$ cat src/rtl/alu_pkg.sv
// Shared opcodes, FSM states and response error bit positions
// for the breadboard ALU command sequencer.
package alu_pkg;

    localparam logic [3:0] OP_ADD   = 4'd0;
    localparam logic [3:0] OP_SUB   = 4'd1;
    localparam logic [3:0] OP_MUL   = 4'd2;
    localparam logic [3:0] OP_DIV   = 4'd3;
    localparam logic [3:0] OP_MOD   = 4'd4;
    localparam logic [3:0] OP_LOAD  = 4'd8;
    localparam logic [3:0] OP_CLEAR = 4'd9;

    localparam int ERR_ALU   = 0;
    localparam int ERR_RANGE = 1;

    typedef enum logic [1:0] {
        IDLE,
        ISSUE,
        RESP
    } state_t;

    function automatic logic is_alu_op(input logic [3:0] op);
        return op <= OP_MOD;
    endfunction

endpackage

$ cat src/rtl/alu_cmd_sequencer_if.sv
// Command and response valid/ready channels of the ALU sequencer.
// master = command producer / response consumer, slave = sequencer.
interface alu_cmd_sequencer_if #(
    parameter int WIDTH  = 16,
    parameter int RWIDTH = 32
);
    logic              cmd_valid;
    logic              cmd_ready;
    logic [3:0]        cmd_op;
    logic [WIDTH-1:0]  cmd_operand;
    logic              rsp_valid;
    logic              rsp_ready;
    logic [RWIDTH-1:0] rsp_result;
    logic [1:0]        rsp_err;

    modport master (
        output cmd_valid, cmd_op, cmd_operand, rsp_ready,
        input  cmd_ready, rsp_valid, rsp_result, rsp_err
    );

    modport slave (
        input  cmd_valid, cmd_op, cmd_operand, rsp_ready,
        output cmd_ready, rsp_valid, rsp_result, rsp_err
    );
endinterface

$ cat src/rtl/alu_cmd_sequencer.sv
// Command front-end and result stage for the combinational 16-bit ALU:
// issues acc/operand to the ALU, waits a settle time, captures the result.
module alu_cmd_sequencer
    import alu_pkg::*;
#(
    parameter int WIDTH         = 16,
    parameter int RWIDTH        = 32,
    parameter int SETTLE_CYCLES = 2
) (
    input  logic               clk,
    input  logic               rst_n,
    alu_cmd_sequencer_if.slave bus,
    output logic [WIDTH-1:0]   alu_input1,
    output logic [WIDTH-1:0]   alu_input2,
    output logic [3:0]         alu_op_code,
    input  logic [RWIDTH-1:0]  alu_output1,
    input  logic [1:0]         alu_err_code,
    output logic [RWIDTH-1:0]  acc_value,
    output logic [15:0]        op_count
);

    localparam int CW = $clog2(SETTLE_CYCLES + 1);
    localparam logic [CW-1:0] CNT_LOAD = CW'(SETTLE_CYCLES - 1);

    state_t            state_q, state_d;
    logic [CW-1:0]     cnt_q, cnt_d;
    logic [RWIDTH-1:0] acc_q, acc_d;
    logic [WIDTH-1:0]  in1_q, in1_d;
    logic [WIDTH-1:0]  in2_q, in2_d;
    logic [3:0]        op_q, op_d;
    logic [1:0]        err_q, err_d;
    logic [15:0]       opc_q, opc_d;

    logic [RWIDTH-WIDTH:0] acc_hi;
    logic                  in_range;
    logic [RWIDTH-1:0]     operand_sx;

    // The ALU only sees the low half, so the upper bits must be pure sign
    assign acc_hi     = acc_q[RWIDTH-1:WIDTH-1];
    assign in_range   = (&acc_hi) | ~(|acc_hi);
    assign operand_sx = {{(RWIDTH-WIDTH){bus.cmd_operand[WIDTH-1]}},
                         bus.cmd_operand};

    always_comb begin
        state_d = state_q;
        cnt_d   = cnt_q;
        acc_d   = acc_q;
        in1_d   = in1_q;
        in2_d   = in2_q;
        op_d    = op_q;
        err_d   = err_q;
        opc_d   = opc_q;
        unique case (state_q)
            IDLE: begin
                if (bus.cmd_valid) begin
                    err_d   = '0;
                    state_d = RESP;
                    unique case (1'b1)
                        is_alu_op(bus.cmd_op): begin
                            if (in_range) begin
                                in1_d   = acc_q[WIDTH-1:0];
                                in2_d   = bus.cmd_operand;
                                op_d    = bus.cmd_op;
                                cnt_d   = CNT_LOAD;
                                state_d = ISSUE;
                            end else begin
                                err_d[ERR_RANGE] = 1'b1;
                            end
                        end
                        (bus.cmd_op == OP_LOAD):  acc_d = operand_sx;
                        (bus.cmd_op == OP_CLEAR): acc_d = '0;
                        default: ;
                    endcase
                end
            end
            ISSUE: begin
                if (cnt_q == '0) begin
                    state_d = RESP;
                    if (alu_err_code == 2'b00) begin
                        acc_d = alu_output1;
                    end else begin
                        err_d[ERR_ALU] = 1'b1;
                    end
                    if (opc_q != 16'hFFFF) begin
                        opc_d = opc_q + 16'd1;
                    end
                end else begin
                    cnt_d = cnt_q - CW'(1);
                end
            end
            RESP: begin
                if (bus.rsp_ready) begin
                    state_d = IDLE;
                end
            end
            default: state_d = IDLE;
        endcase
    end

    always_ff @(posedge clk or negedge rst_n) begin
        if (!rst_n) begin
            state_q <= IDLE;
            cnt_q   <= '0;
            acc_q   <= '0;
            in1_q   <= '0;
            in2_q   <= '0;
            op_q    <= '0;
            err_q   <= '0;
            opc_q   <= '0;
        end else begin
            state_q <= state_d;
            cnt_q   <= cnt_d;
            acc_q   <= acc_d;
            in1_q   <= in1_d;
            in2_q   <= in2_d;
            op_q    <= op_d;
            err_q   <= err_d;
            opc_q   <= opc_d;
        end
    end

    // Gated with rst_n so that cmd_ready reads 0 while reset is held
    assign bus.cmd_ready  = rst_n && (state_q == IDLE);
    assign bus.rsp_valid  = (state_q == RESP);
    assign bus.rsp_result = acc_q;
    assign bus.rsp_err    = err_q;
    assign alu_input1     = in1_q;
    assign alu_input2     = in2_q;
    assign alu_op_code    = op_q;
    assign acc_value      = acc_q;
    assign op_count       = opc_q;

endmodule
$ cat src/flat_wrapper.sv
// flat-port wrapper written by rule: the top's interface ports become plain ports
module alu_cmd_sequencer_flat import alu_pkg::*;
#(
    parameter int WIDTH         = 16,
    parameter int RWIDTH        = 32,
    parameter int SETTLE_CYCLES = 2
)
  (clk, rst_n, alu_input1, alu_input2, alu_op_code, alu_output1, alu_err_code, acc_value, op_count, bus_cmd_valid, bus_cmd_op, bus_cmd_operand, bus_rsp_ready, bus_cmd_ready, bus_rsp_valid, bus_rsp_result, bus_rsp_err);
  alu_cmd_sequencer_if #(.WIDTH(WIDTH), .RWIDTH(RWIDTH)) bus_i ();
  input  logic clk;
  input  logic rst_n;
  output logic [WIDTH-1:0] alu_input1;
  output logic [WIDTH-1:0] alu_input2;
  output logic [3:0] alu_op_code;
  input  logic [RWIDTH-1:0] alu_output1;
  input  logic [1:0] alu_err_code;
  output logic [RWIDTH-1:0] acc_value;
  output logic [15:0] op_count;
  input wire logic [$bits(bus_i.cmd_valid)-1:0] bus_cmd_valid;
  input wire logic [$bits(bus_i.cmd_op)-1:0] bus_cmd_op;
  input wire logic [$bits(bus_i.cmd_operand)-1:0] bus_cmd_operand;
  input wire logic [$bits(bus_i.rsp_ready)-1:0] bus_rsp_ready;
  output wire logic [$bits(bus_i.cmd_ready)-1:0] bus_cmd_ready;
  output wire logic [$bits(bus_i.rsp_valid)-1:0] bus_rsp_valid;
  output wire logic [$bits(bus_i.rsp_result)-1:0] bus_rsp_result;
  output wire logic [$bits(bus_i.rsp_err)-1:0] bus_rsp_err;
  assign bus_i.cmd_valid = bus_cmd_valid;
  assign bus_i.cmd_op = bus_cmd_op;
  assign bus_i.cmd_operand = bus_cmd_operand;
  assign bus_i.rsp_ready = bus_rsp_ready;
  assign bus_cmd_ready = bus_i.cmd_ready;
  assign bus_rsp_valid = bus_i.rsp_valid;
  assign bus_rsp_result = bus_i.rsp_result;
  assign bus_rsp_err = bus_i.rsp_err;
  alu_cmd_sequencer #(.WIDTH(WIDTH), .RWIDTH(RWIDTH), .SETTLE_CYCLES(SETTLE_CYCLES)) u_core (.clk(clk), .rst_n(rst_n), .bus(bus_i), .alu_input1(alu_input1), .alu_input2(alu_input2), .alu_op_code(alu_op_code), .alu_output1(alu_output1), .alu_err_code(alu_err_code), .acc_value(acc_value), .op_count(op_count));
endmodule
$ cat config.mk
export PLATFORM = sky130hd
export DESIGN_NAME = alu_cmd_sequencer_flat
export DESIGN_NICKNAME = d
export VERILOG_FILES = /design/src/rtl/alu_pkg.sv /design/src/rtl/alu_cmd_sequencer_if.sv /design/src/rtl/alu_cmd_sequencer.sv /design/src/flat_wrapper.sv
export SDC_FILE = /design/constraint.sdc
export NUM_CORES = 1
export LEC_CHECK = 0
export CORE_ASPECT_RATIO = 0.6
export CORE_MARGIN = 1
export CORE_UTILIZATION = 35
export CTS_CLUSTER_SIZE = 10
export DETAILED_ROUTE_END_ITERATION = 16
export PLACE_DENSITY = 0.72
export SYNTH_ARGS = -nofsm -noshare
export SYNTH_HDL_FRONTEND = slang
export SYNTH_SLANG_ARGS = --single-unit
export TNS_END_PERCENT = 5
$ cat constraint.sdc
create_clock -name clk -period 2.3 [get_ports clk]
set_clock_uncertainty 0.15 [all_clocks]
set_input_delay 0.46 -clock clk [delete_from_list [all_inputs] [get_ports clk]]
set_output_delay 0.46 -clock clk [all_outputs]
set_load 0.005 [all_outputs]
# ---- Yosys cells after proc, flatten, opt, wreduce, memory -nomap -nowiden
# Cells that the tools add are included.
dict set report totals {
  regBits 90
  inputBits 58
}
dict set report classes {
  eq_ne 14
  n_lt_le_gt_ge 1
  n_reduce_logical 14
  muxes 22
  addsub 2
  n_bitwise 2
}
# operator n
set op_table {}
lappend op_table {{32-bit one-hot mux with 2 select lines} 2}
lappend op_table {{32-bit 2-to-1 mux} 3}
lappend op_table {{2-bit 2-to-1 mux} 9}
lappend op_table {{17-bit AND reduction} 1}
lappend op_table {{17-bit OR reduction} 1}
lappend op_table {{16-bit by 1-bit adder with 16-bit output (second input constant)} 1}
lappend op_table {{16-bit != test (second input constant)} 1}
lappend op_table {{5-bit AND reduction} 2}
lappend op_table {{4-bit equality test (second input constant)} 2}
lappend op_table {{2-bit by 1-bit != test with 1-bit output (second input constant)} 4}
lappend op_table {{2-bit != test (second input constant)} 4}
lappend op_table {{4-bit AND reduction} 2}
lappend op_table {{2-bit logical NOT} 3}
lappend op_table {{2-bit one-hot mux with 3 select lines} 1}
lappend op_table {{3-bit AND reduction} 2}
lappend op_table {{1-bit 2-to-1 mux} 5}
lappend op_table {{4-bit by 3-bit less-or-equal comparator with 1-bit output (second input constant)} 1}
lappend op_table {{2-bit one-hot mux with 2 select lines} 1}
lappend op_table {{3-bit by 1-bit != test with 1-bit output (second input constant)} 1}
lappend op_table {{2-bit by 1-bit equality test with 1-bit output (second input constant)} 1}
lappend op_table {{2-bit equality test (second input constant)} 1}
lappend op_table {{1-bit one-hot mux with 2 select lines} 1}
lappend op_table {{2-bit AND reduction} 1}
lappend op_table {{2-bit nonzero test} 1}
lappend op_table {{other kinds (4)} 4}

# ---- Logic depth before layout (Yosys ltp)
dict set report depth {
  word_depth 7
  ltp_mapped 9
  ltp_nobuf 6
}

# ---- Worst setup path after synthesis
# No wires, ideal clock.
dict set report synth_path {
  path_kind {flip-flop to flip-flop}
  from {register u_core.acc_q[20] (netlist: u_core.acc_value[20])}
  to {register u_core.in1_q[10] (netlist: u_core.alu_input1[10])}
  n_path_buf 1
  stages_incl_launch_ff 7
  period_less_slack_ps 1955
  setup_slack_ps 345
  arrival_time_ps 1680
  required_ps 2025
  cell_sequence {dfrtp_1 > nor4_1 > nand4_1 > and2b_1 > o211ai_4 > buf_6 > mux2_4}
}
dict set report synth_via {
  elab_chain_cells 4
  elab_cells_between_ends 5
  cone_classes {2 x bitwise; 3 x reduce/logical}
}
# item line
set synth_rtl {}
lappend synth_rtl {{start: declaration} alu_cmd_sequencer.sv:27} ;# logic [RWIDTH-1:0] acc_q, acc_d;
lappend synth_rtl {{start signal: assignment} alu_cmd_sequencer.sv:104} ;# acc_q <= '0;
lappend synth_rtl {{start signal: assignment} alu_cmd_sequencer.sv:113} ;# acc_q <= acc_d;
lappend synth_rtl {{17-bit OR reduction} alu_cmd_sequencer.sv:40} ;# assign in_range = (&acc_hi) | ~(|acc_hi);
lappend synth_rtl {{1-bit NOT} alu_cmd_sequencer.sv:40}
lappend synth_rtl {{1-bit OR *} alu_cmd_sequencer.sv:40}
lappend synth_rtl {{4-bit AND reduction (no source line) *} --}
lappend synth_rtl {{end signal: assignment} alu_cmd_sequencer.sv:114} ;# in1_q <= in1_d;
lappend synth_rtl {{end: declaration} alu_cmd_sequencer.sv:28} ;# logic [WIDTH-1:0] in1_q, in1_d;
# Mark *: on every way between the ends. The rest lies on a longest branch, timed or not.
# A chain may end at the register's enable or synchronous reset.

# ---- Worst setup path in the final report
dict set report layout_path {
  from {register u_core.acc_q[19] (netlist: u_core.acc_value[19])}
  to {register u_core.in2_q[12] (netlist: u_core.alu_input2[12])}
}
dict set report layout_via {
  elab_chain_cells 4
  elab_cells_between_ends 5
  cone_classes {2 x bitwise; 3 x reduce/logical}
}
# item line
set layout_rtl {}
lappend layout_rtl {{17-bit OR reduction} alu_cmd_sequencer.sv:40}
lappend layout_rtl {{1-bit NOT} alu_cmd_sequencer.sv:40}
lappend layout_rtl {{1-bit OR *} alu_cmd_sequencer.sv:40}
lappend layout_rtl {{4-bit AND reduction (no source line) *} --}
lappend layout_rtl {{end signal: assignment} alu_cmd_sequencer.sv:115} ;# in2_q <= in2_d;
lappend layout_rtl {{end: declaration} alu_cmd_sequencer.sv:29} ;# logic [WIDTH-1:0] in2_q, in2_d;
# Marked as above.

==> key figures <==
Floorplan
  – IO Pins: 178
  – Die Y: 87.41 um
  – FP Rows: 30
  – CORE AREA: 11560 um^2
  – Die W: 144.4 um
  – Full die area: 12620 um^2
  – Starting Density: 36.81%

Placement
  – DP HPWL: 8858 um
  – Gp weighted congestion: 0.8784
  – Port-buffer cells: 177
  – DP Worst Slack: -0.1465 ns
  – Placement Cell Area: 6128 um^2

Clock tree
  – Cts hold-fix bufs: 0
  – CTS tree: built
  – CTS Sinks: 90
  – H-tree depth: 3
  – TritonCTS buffer count: 9
  – Post-CTS setup buffer count: 0
  – Worst-Skew Late Latency: 0.33 ns
  – Longest Clk Path Bufs: 2
  – CTS clk-pin slew, worst paths: 0.07 ns
  – Root buf cell: clkbuf_16

STA
  – Least-Margin Pin Slew: 0.6449 ns
  – Worst slew margin: 57.01%
  – Final setup viols: 0
  – Setup ws final: 0.09200 ns
  – F_max: 0.4529 GHz
  – Final hold vios: 0
  – Pins over their slew limit: 0
  – Crit share post-route: 96.00%
  – Fin crit period: 2.208 ns

Setup path
  – Worst Reg2Reg Path Length in Cells: 6
  – Critical Path Slowest Stage Cell: dfrtp_1
  – Worst path cell trace: nor4_2, nand4_1, and2b_2, o211ai_4, buf_12, mux2_4
  – Largest delay share family, worst path: simple AND/OR/NAND/NOR gates
  – Critical path capture point type: register
  – CP Class: reg -> reg
  – Worst path max stage delay: 0.40 ns
  – Crit path buffers/inverters: 1
  – Crit Reg-Reg Endpoint: u_core.alu_input2[12]
  – Critical Path AT: 2.28 ns
  – Req. time, crit path: 2.37 ns
  – Reg2Reg Setup Slack: 0.09 ns
  – Worst reg2reg startpoint: u_core.acc_value[19]
  – CP max FO: 21
  – CP startpoint kind: register

Yosys
  – Post-Synthesis Cells: 371
  – Seq cells post-synth: 90
  – Synth area leader: dfrtp_1
  – Predominant post-synthesis flop cell: dfrtp_1
  – Post-synthesis net count: 431
  – Count leader, synth: dfrtp_1
  – Synth top area share: 52.93%
  – Synth Area per Inst: 11.47 um^2
  – Asr flop ratio synth: 100.0%
  – Sequential share of the synthesized area: 52.93%
  – Synth warn: 0
  – Count of cell types in the netlist: 43
  – Post-synthesis cell area: 4255 um^2
  – Synth cell count leaders: dfrtp_1, nand2_1, buf_4, o21ai_0, mux2_4
  – Post-synth EDFFs: 0
  – Ranking of synthesized cells by area: dfrtp_1, mux2_4, buf_4

Cells and area
  – Ratio of cells with drive above 1 in the final layout: 16.54%
  – Design Area, Final: 6449 um^2
  – Layout fillers: 1022
  – Area of the multi-input gates: 1673 um^2
  – Area Overhead vs Synth: 51.54%
  – Area taken by flip-flops and latches: 2255 um^2
  – Ant. Diodes: 0
  – Final nets: 593

GRT
  – Initial antenna violation count: 0
  – Total gr overflow: 0
  – All-Layer GR Usage: 19.47%
  – Vias in the first global route: 3426
  – First-pass GRT wire length: 18510 um
  – Pin count of the biggest net entering global routing: 52

Drt
  – Via count: 3416
  – Routed WL per cell: 16.86 um
  – Drt via density: 4.894
  – Initial DRC Count: 142
  – Post-route ant nets: 0
  – DRC: 0
  – Router iterations before antenna repair: 4
  – Final Routed Wirelength: 11770 um

Power and ir drop
  – Worst IR drop on VDD: 0.0003811 V
  – Total power: 6.272 mW
  – PwrDens: 972.7 nW/um^2
  – Static Leak: 2.909 nW

Status
  – Status: finished, final reports clean

Run
  – Max_cap viols: 0

Worst hold path
  – Worst min path class: in -> async
==> layout make-up <==
| class | count | share of cell area [%] |
|---|---|---|
| Sequential cell | 90 | 34.96 |
| Timing Repair Buffer | 201 | 31.01 |
| Multi-Input combinational cell | 226 | 25.94 |
| Clock buffer | 9 | 3.492 |
| Tap cell | 160 | 3.104 |
| Clock inverter | 7 | 1.203 |
| Inverter | 5 | 0.2910 |
==> metal layers <==
layer | track usage [%] | vias up | share of wire [%]
met5 | 0 | - | 0
met1 | 26.54 | 1676 | 47
li1 | - | 1605 | -
met3 | 6.652 | 6 | 8.3
met2 | 29.90 | 129 | 45
met4 | 4.211 | 0 | 0.52
==> worst reg2reg max path, delay by kind of cell, from the launching register on <==
kind,cells,cell delay (ns)
flip-flops,1,0.40
buffers and inverters,1,0.20
AO/OA/AOI/OAI,1,0.12
AND/OR/NAND/NOR,3,0.90
multiplexers,1,0.32
==> cell usage in the layout, fill, tap and decap left out, drive strengths merged, types with 11 or more instances in the layout <==
cell,n
mux2,36
o21ai,33
dfrtp,90
a21oi,20
clkdlybuf4s50,176
nand2,42
xnor2,11
a22oi,15
buf,25
==> worst max path at each step <==
stage | start | end | slack [ns] | cells after the start
detailed placement | bus_cmd_op[0] | u_core.alu_input2[12] | -0.15 | 6
CTS | u_core.acc_value[20] | u_core.alu_input2[12] | 0.01 | 6
finish | u_core.acc_value[19] | u_core.alu_input2[12] | 0.09 | 6
global route | u_core.acc_value[22] | u_core.alu_input1[6] | -0.03 | 6
global placement | bus_cmd_op[1] | u_core.alu_input2[13] | -0.13 | 6
floorplan | u_core.acc_value[20] | u_core.alu_input1[10] | 0.35 | 6
==> through the flow <==
step           hold slack [ns]  util (%)  std cells  setup TNS, ns
5_1_grt                 0.1493     55.78        698        -0.4295
3_3_place_gp            0.3181     53.01        682         -4.108
6_report                0.1011     55.78        698              0
3_5_place_dp            0.3202     53.01        682         -4.465
4_1_cts                 0.1266     55.65        698              0
2_1_floorplan          0.01441         -        371              0
==> report_power, final <==
part	internal [mW]	switching, mW	leakage [nW]
registers	2.03	0.440	1.20
clock network	0.849	0.621	0.146
logic	1.63	0.700	1.56
==> timing repair <==
action | CTS | global route
gates resized for setup | 1 | 5
setup endpoints to repair | 1 | 36
pin swaps | 0 | 1
==> registers in the layout, summed over array words and instances, names as in the netlist <==
register,cells
u_core.state_q,2
u_core.alu_op_code,4
u_core.cnt_q,2
u_core.bus.rsp_err,2
u_core.op_count,16
u_core.alu_input1,16
u_core.alu_input2,16
u_core.acc_value,32
==> logic make-up after synthesis <==
kind of cell,synth area share [%]
compound gates,11.94
xor+xnor,2.882
fa+ha+maj,0.5880
buf+inv,8.497
flops,52.93
mux,12.00
simple gates,11.17
(Power assumes the default switching activity.)
